<file path="config.mk">
export PLATFORM = sky130hd
export DESIGN_NAME = mem_access_unit
export DESIGN_NICKNAME = d
export VERILOG_FILES = /design/src/rtl/mem_access_unit_pkg.sv /design/src/rtl/mem_access_unit_load_extend.sv /design/src/rtl/mem_access_unit.sv
export SDC_FILE = /design/constraint.sdc
export NUM_CORES = 1
export LEC_CHECK = 0
export ABC_AREA = 1
export CORE_MARGIN = 5
export CORE_UTILIZATION = 29
export DETAILED_ROUTE_END_ITERATION = 6
export GPL_TIMING_DRIVEN = 0
export HOLD_SLACK_MARGIN = 0.1
export PLACE_DENSITY = 0.8
export SLEW_MARGIN = 20
export SYNTH_ARGS = -nofsm -noshare
export SYNTH_HDL_FRONTEND = slang
export SYNTH_SLANG_ARGS = --single-unit
</file>
<file path="constraint.sdc">
create_clock -name clk -period 1.3 [get_ports clk]
set_input_delay 0.26 -clock clk [delete_from_list [all_inputs] [get_ports clk]]
set_output_delay 0.26 -clock clk [all_outputs]
set_load 0.02 [all_outputs]
</file>
<file path="src/rtl/mem_access_unit_pkg.sv">
// Shared encodings for the load/store path.
//   MEM_OP_*  : operation codes carried on mem_op (2'd3 reserved, acts as NONE)
//   MEM_SEL_* : access size/sign codes carried on mem_sel (3'd3, 3'd6, 3'd7 reserved)
// Used by the instruction decoder, mem_access_unit and the benches.
package mem_access_unit_pkg;

  localparam logic [1:0] MEM_OP_NONE  = 2'd0;
  localparam logic [1:0] MEM_OP_LOAD  = 2'd1;
  localparam logic [1:0] MEM_OP_STORE = 2'd2;

  localparam logic [2:0] MEM_SEL_B  = 3'd0;
  localparam logic [2:0] MEM_SEL_H  = 3'd1;
  localparam logic [2:0] MEM_SEL_W  = 3'd2;
  localparam logic [2:0] MEM_SEL_BU = 3'd4;
  localparam logic [2:0] MEM_SEL_HU = 3'd5;

  // Low two bits of a legal select give the access size:
  // 0 = byte, 1 = halfword, 2 = word. Bit 2 only marks "unsigned".
  localparam logic [1:0] SIZE_BYTE = 2'd0;
  localparam logic [1:0] SIZE_HALF = 2'd1;
  localparam logic [1:0] SIZE_WORD = 2'd2;

  function automatic logic sel_reserved(input logic [2:0] sel);
    return (sel == 3'd3) || (sel == 3'd6) || (sel == 3'd7);
  endfunction

endpackage

</file>
<file path="src/rtl/mem_access_unit_load_extend.sv">
// Combinational load-data extraction.
//   sel   : access size/sign of the load being returned
//   off   : byte offset of that load within the bus word
//   rdata : raw word from the bus
//   ext   : selected byte/halfword/word, sign- or zero-extended
// Reserved selects return zero.
module mem_load_extend
  import mem_access_unit_pkg::*;
(
  input  logic [2:0]  sel,
  input  logic [1:0]  off,
  input  logic [31:0] rdata,
  output logic [31:0] ext
);

  function automatic logic signed [31:0] sext_byte(input logic signed [7:0] b);
    return {{24{b[7]}}, b};
  endfunction

  function automatic logic signed [31:0] sext_half(input logic signed [15:0] h);
    return {{16{h[15]}}, h};
  endfunction

  logic signed [7:0]  lane_byte;
  logic signed [15:0] lane_half;

  always_comb begin
    lane_byte = '0;
    case (off)
      2'd0:    lane_byte = rdata[7:0];
      2'd1:    lane_byte = rdata[15:8];
      2'd2:    lane_byte = rdata[23:16];
      default: lane_byte = rdata[31:24];
    endcase
    lane_half = off[1] ? rdata[31:16] : rdata[15:0];
  end

  always_comb begin
    ext = '0;
    case (sel)
      MEM_SEL_B:  ext = sext_byte(lane_byte);
      MEM_SEL_BU: ext = {24'h0, lane_byte};
      MEM_SEL_H:  ext = sext_half(lane_half);
      MEM_SEL_HU: ext = {16'h0, lane_half};
      MEM_SEL_W:  ext = rdata;
      default:    ext = '0;
    endcase
  end

endmodule

</file>
<file path="src/rtl/mem_access_unit.sv">
// Load/store alignment unit between execute and a 32-bit word-addressed,
// byte-strobed synchronous data bus.
//   clk, rst_n      : clock, synchronous active-low reset
//   mem_op/mem_sel  : operation and access size/sign of the request
//   mem_addr        : byte address; mem_wdata : right-justified store data
//   mem_rdata       : extended load result, valid one cycle after the load
//   mem_misaligned  : current request is illegal or uses a reserved select
//   bus_re/bus_we   : read enable / per-lane write strobes (same cycle)
//   bus_addr        : word-aligned address; bus_wdata : lane-replicated data
//   bus_rdata       : bus read data, returned the cycle after bus_re
module mem_access_unit
  import mem_access_unit_pkg::*;
#(
  parameter int XLEN = 32
) (
  input  logic            clk,
  input  logic            rst_n,
  input  logic [1:0]      mem_op,
  input  logic [2:0]      mem_sel,
  input  logic [XLEN-1:0] mem_addr,
  input  logic [XLEN-1:0] mem_wdata,
  output logic [XLEN-1:0] mem_rdata,
  output logic            mem_misaligned,
  output logic            bus_re,
  output logic [3:0]      bus_we,
  output logic [XLEN-1:0] bus_addr,
  output logic [XLEN-1:0] bus_wdata,
  input  logic [XLEN-1:0] bus_rdata
);

  logic [1:0] off_p0;
  logic [1:0] size_p0;
  logic       is_load_p0;
  logic       is_store_p0;
  logic       legal_p0;

  logic       load_pend_p1;
  logic [2:0] sel_p1;
  logic [1:0] off_p1;
  logic [31:0] ext_p1;

  // ---- Stage p0: combinational request decode ----
  assign off_p0      = mem_addr[1:0];
  assign size_p0     = mem_sel[1:0];
  assign is_load_p0  = (mem_op == MEM_OP_LOAD);
  assign is_store_p0 = (mem_op == MEM_OP_STORE);
  assign bus_addr    = {mem_addr[XLEN-1:2], 2'b00};

  always_comb begin
    legal_p0 = 1'b0;
    if (!sel_reserved(mem_sel)) begin
      case (size_p0)
        SIZE_BYTE: legal_p0 = 1'b1;
        SIZE_HALF: legal_p0 = ~off_p0[0];
        SIZE_WORD: legal_p0 = (off_p0 == 2'd0);
        default:   legal_p0 = 1'b0;
      endcase
    end
  end

  // Reserved op 2'd3 decodes as neither load nor store, so it is silent.
  assign mem_misaligned = (is_load_p0 || is_store_p0) && !legal_p0;
  assign bus_re         = is_load_p0 && legal_p0;

  always_comb begin
    bus_we    = 4'b0000;
    bus_wdata = '0;
    if (is_store_p0 && legal_p0) begin
      // Unsigned selects share size bits with their signed twins, so a
      // BU/HU store lands here as a plain byte/halfword store.
      case (size_p0)
        SIZE_BYTE: begin
          bus_we    = 4'b0001 << off_p0;
          bus_wdata = {4{mem_wdata[7:0]}};
        end
        SIZE_HALF: begin
          bus_we    = 4'b0011 << off_p0;
          bus_wdata = {2{mem_wdata[15:0]}};
        end
        default: begin
          bus_we    = 4'b1111;
          bus_wdata = mem_wdata;
        end
      endcase
    end
  end

  // ---- Stage p1: load response, bus data arrives this cycle ----
  always_ff @(posedge clk) begin
    if (!rst_n) begin
      load_pend_p1 <= 1'b0;
      sel_p1       <= 3'd0;
      off_p1       <= 2'd0;
    end else begin
      load_pend_p1 <= bus_re;
      sel_p1       <= mem_sel;
      off_p1       <= off_p0;
    end
  end

  mem_load_extend u_load_extend (
    .sel   (sel_p1),
    .off   (off_p1),
    .rdata (bus_rdata),
    .ext   (ext_p1)
  );

  assign mem_rdata = load_pend_p1 ? ext_p1 : '0;

endmodule

</file>
==> flow_summary.toml <==
[cells_and_area]
final_layout_size_suffix_gt1_share_pct = 55.5
seq_area_um2 = 139
multi_input_area_mm2 = 0.00254
fin_cells = 787
syn2layout_area_growth_pct = 176
final_util_pct = 83.0
fin_nets = 791
fillCellCount = 383

[sta]
slew_headroom_pct = 64.1
period_needed_ps = 1860
rsz0062_at_grt = "yes"
slew_viol_final = 0
fin_ws_ps = -560
hold_viol = 0
fmax_mhz = 538
setup_viol = 70
post-route-period-util_pct = 143
finalSetupTns_ps = -24500
worstMarginPinSlew_ps = 538

[die]
fp.dieH_um = 97.2
die_area_mm2 = 0.00944
core_area_mm2 = 0.00733
die_x_um = 97.2
start_util_pct = 30.1
num_rows = 31
io-pin-count = 205

[global_routing]
grt_pass1_wl_um = 22400
overflow = 0
antenna_found_initial = 3
grt_max_degree = 11
grt.total_usage_pct = 29.0
grt_pass1_vias = 4331

[clocking]
cts_max_level = 1
cts_buffers = 3
root_buffer = "clkbuf_8"
cts_tree = "yes"
clkTransAtPathRegs_ps = 40
clk_path_buf_depth = 2
cts.sinks = 6

[place]
pre_cts_ws_ps = -1310
port_buffers = 171
dp_cells = 717
gp_congestion = 0.902
dpl.hpwl_um = 9370

[pwr]
seqPwrFrac_pct = 8.3
switching_share_pct = 46.7
pwr-share-comb_pct = 79.2
power_density_mw_per_mm2 = 417
p_int_mw = 1.35
peakVddDrop_mv = 0.277
p_sw_mw = 1.18
clockPowerShare_pct = 12.5
p_total_mw = 2.54
p_leak_nw = 2.73

[synthesis]
synth_warnings = 0
async_flop_share_pct = 0
ys.flop_type = "dfxtp_1"
syn_area_mm2 = 0.00220
synth_cell_types = 27
avgSynthCellArea_um2 = 4.94
synth_edf_count = 0
ys_ff_latch = 6
synthCells = 446
synth_seq_area_share_pct = 5.45

[run]
cap_violations = 0

[critical_path]
critPathKind = "flip-flop to output port"
crit_top_cell = "nand3_4"
cp_data_required_time_ps = 1040
critical-path-top-delay-family = "buffers and inverters"
arrival_ps = 1600
path_buf_inv = 4
crit_chain = "buf_8 -> nand2_4 -> nand3_4 -> nand3_4 -> buf_12 -> buf_16 -> a21oi_4 -> buf_6"
end_kind = "output port"
cpPeakStageDelay_ps = 370
worst_path_max_delay_cell = "dfxtp_4"
worstSetupStartpointType = "flip-flop"
worstPathMaxFanout = 6

[run_status]
violations = "negative setup slack"
outcome = "finished with violations"

[drt]
ant_nets = 0
wirelength_um = 15600
drt_pass1_iterations = 5
first_iter_violations = 229
post_drt_wl_per_cell_um = 19.9
via_per_inst = 5.19
remaining_drc_errors = 0
num_vias = 4088

[worst_hold_path]
holdPathEnd = "sel_p1[2]$_SDFF_PN0_"
min_from = "mem_sel[2]"
hold_path_class = "primary input to flip-flop"
holdPathStages = 3
## registers in the layout, indices dropped and copies added (netlist names)
| signal | count |
|---|---|
| off_p1 | 2 |
| sel_p1 | 3 |
| load_pend_p1 | 1 |
## cell families after synthesis
family / count (synthesis) / share of synthesized area, %
simple gates: 248 / 48.6
buf+inv: 122 / 28.9
compound gates: 67 / 15.7
flops: 6 / 5.45
fa+ha+maj: 2 / 1.14
other cells: 1 / 0.170
## how the worst max path moves through the flow
stage	start	end	slack, ps	cells after the start
2_1_floorplan	sel_p1[1]$_SDFF_PN0_	mem_rdata[21]	-140	7
3_3_place_gp	mem_sel[1]	bus_wdata[28]	-1280	6
3_5_place_dp	mem_sel[1]	bus_wdata[28]	-1310	6
4_1_cts	sel_p1[1]$_SDFF_PN0_	mem_rdata[20]	-580	9
5_1_grt	sel_p1[0]$_SDFF_PN0_	mem_rdata[16]	-600	7
6_report	off_p1[1]$_SDFF_PN0_	mem_rdata[18]	-560	8
## stage by stage
step	hold slack, ps	area [um2]
final	238	6090
after global routing	261	6090
after CTS	235	5790
after detailed placement	477	4720
after global placement	472	4720
after floorplan	353	2880
## cell type report
type | instances | share of cell area (%)
inverters | 67 | 4.58
plain buffers | 53 | 8.10
multi-input cells | 321 | 41.7
flip-flops and latches | 6 | 2.28
diodes | 3 | 0.123
well taps | 99 | 2.03
clock buffers | 4 | 0.740
repair buffers | 234 | 40.5
## power groups by stage
stage / logic (mW) / registers (mW) / clock network, mW
floorplan: 0.865 / 0.205 / 0
global placement: 1.42 / 0.206 / 0
detailed placement: 1.44 / 0.207 / 0
CTS: 1.83 / 0.206 / 0.304
global route: 2.11 / 0.211 / 0.348
finish: 2.01 / 0.210 / 0.318
## placed cells by master, fill, tap and decap left out, types with 17 or more instances in the layout
cell type / instances
nand3_1: 42
nor2_1: 41
inv_2: 18
nor2_2: 17
nand2_1: 66
nor2_4: 46
dlygate4sd2_1: 20
buf_6: 91
clkdlybuf4s50_1: 75
inv_1: 43
a21oi_4: 34
buf_4: 73
## timing repair
action	CTS	global route
pin swaps	49	38
gates resized for setup	613	74
endpoints found under the hold margin	0	0
setup endpoints to repair	70	70
buffers inserted	46	12
cloned	10	0
hold buffers	0	0
## cells in the mapped netlist (2+ instances only)
master | n | area [um2]
a21oi_1 | 47 | 235
nand2_1 | 83 | 312
nor3_1 | 3 | 15.0
inv_2 | 4 | 15.0
nand3_1 | 48 | 240
dfxtp_1 | 6 | 120
inv_1 | 63 | 236
buf_2 | 8 | 40.0
buf_6 | 5 | 56.3
buf_4 | 35 | 263
clkbuf_1 | 7 | 26.3
o21ai_0 | 15 | 75.1
nor2_4 | 4 | 45.0
ha_1 | 2 | 25.0
nand2_2 | 4 | 25.0
nor2_1 | 100 | 375
a21oi_2 | 2 | 17.5
## per-layer routing
| layer | GRT usage [%] | vias up | part of all wire, % |
|---|---|---|---|
| li1 | - | 1846 | - |
| met1 | 29.9 | 1913 | 33 |
| met2 | 53.0 | 266 | 51 |
| met3 | 9.55 | 63 | 11 |
| met4 | 12.5 | 0 | 5.1 |
| met5 | 0 | - | 0 |
Note: power is estimated with default switching activity, not from simulation.
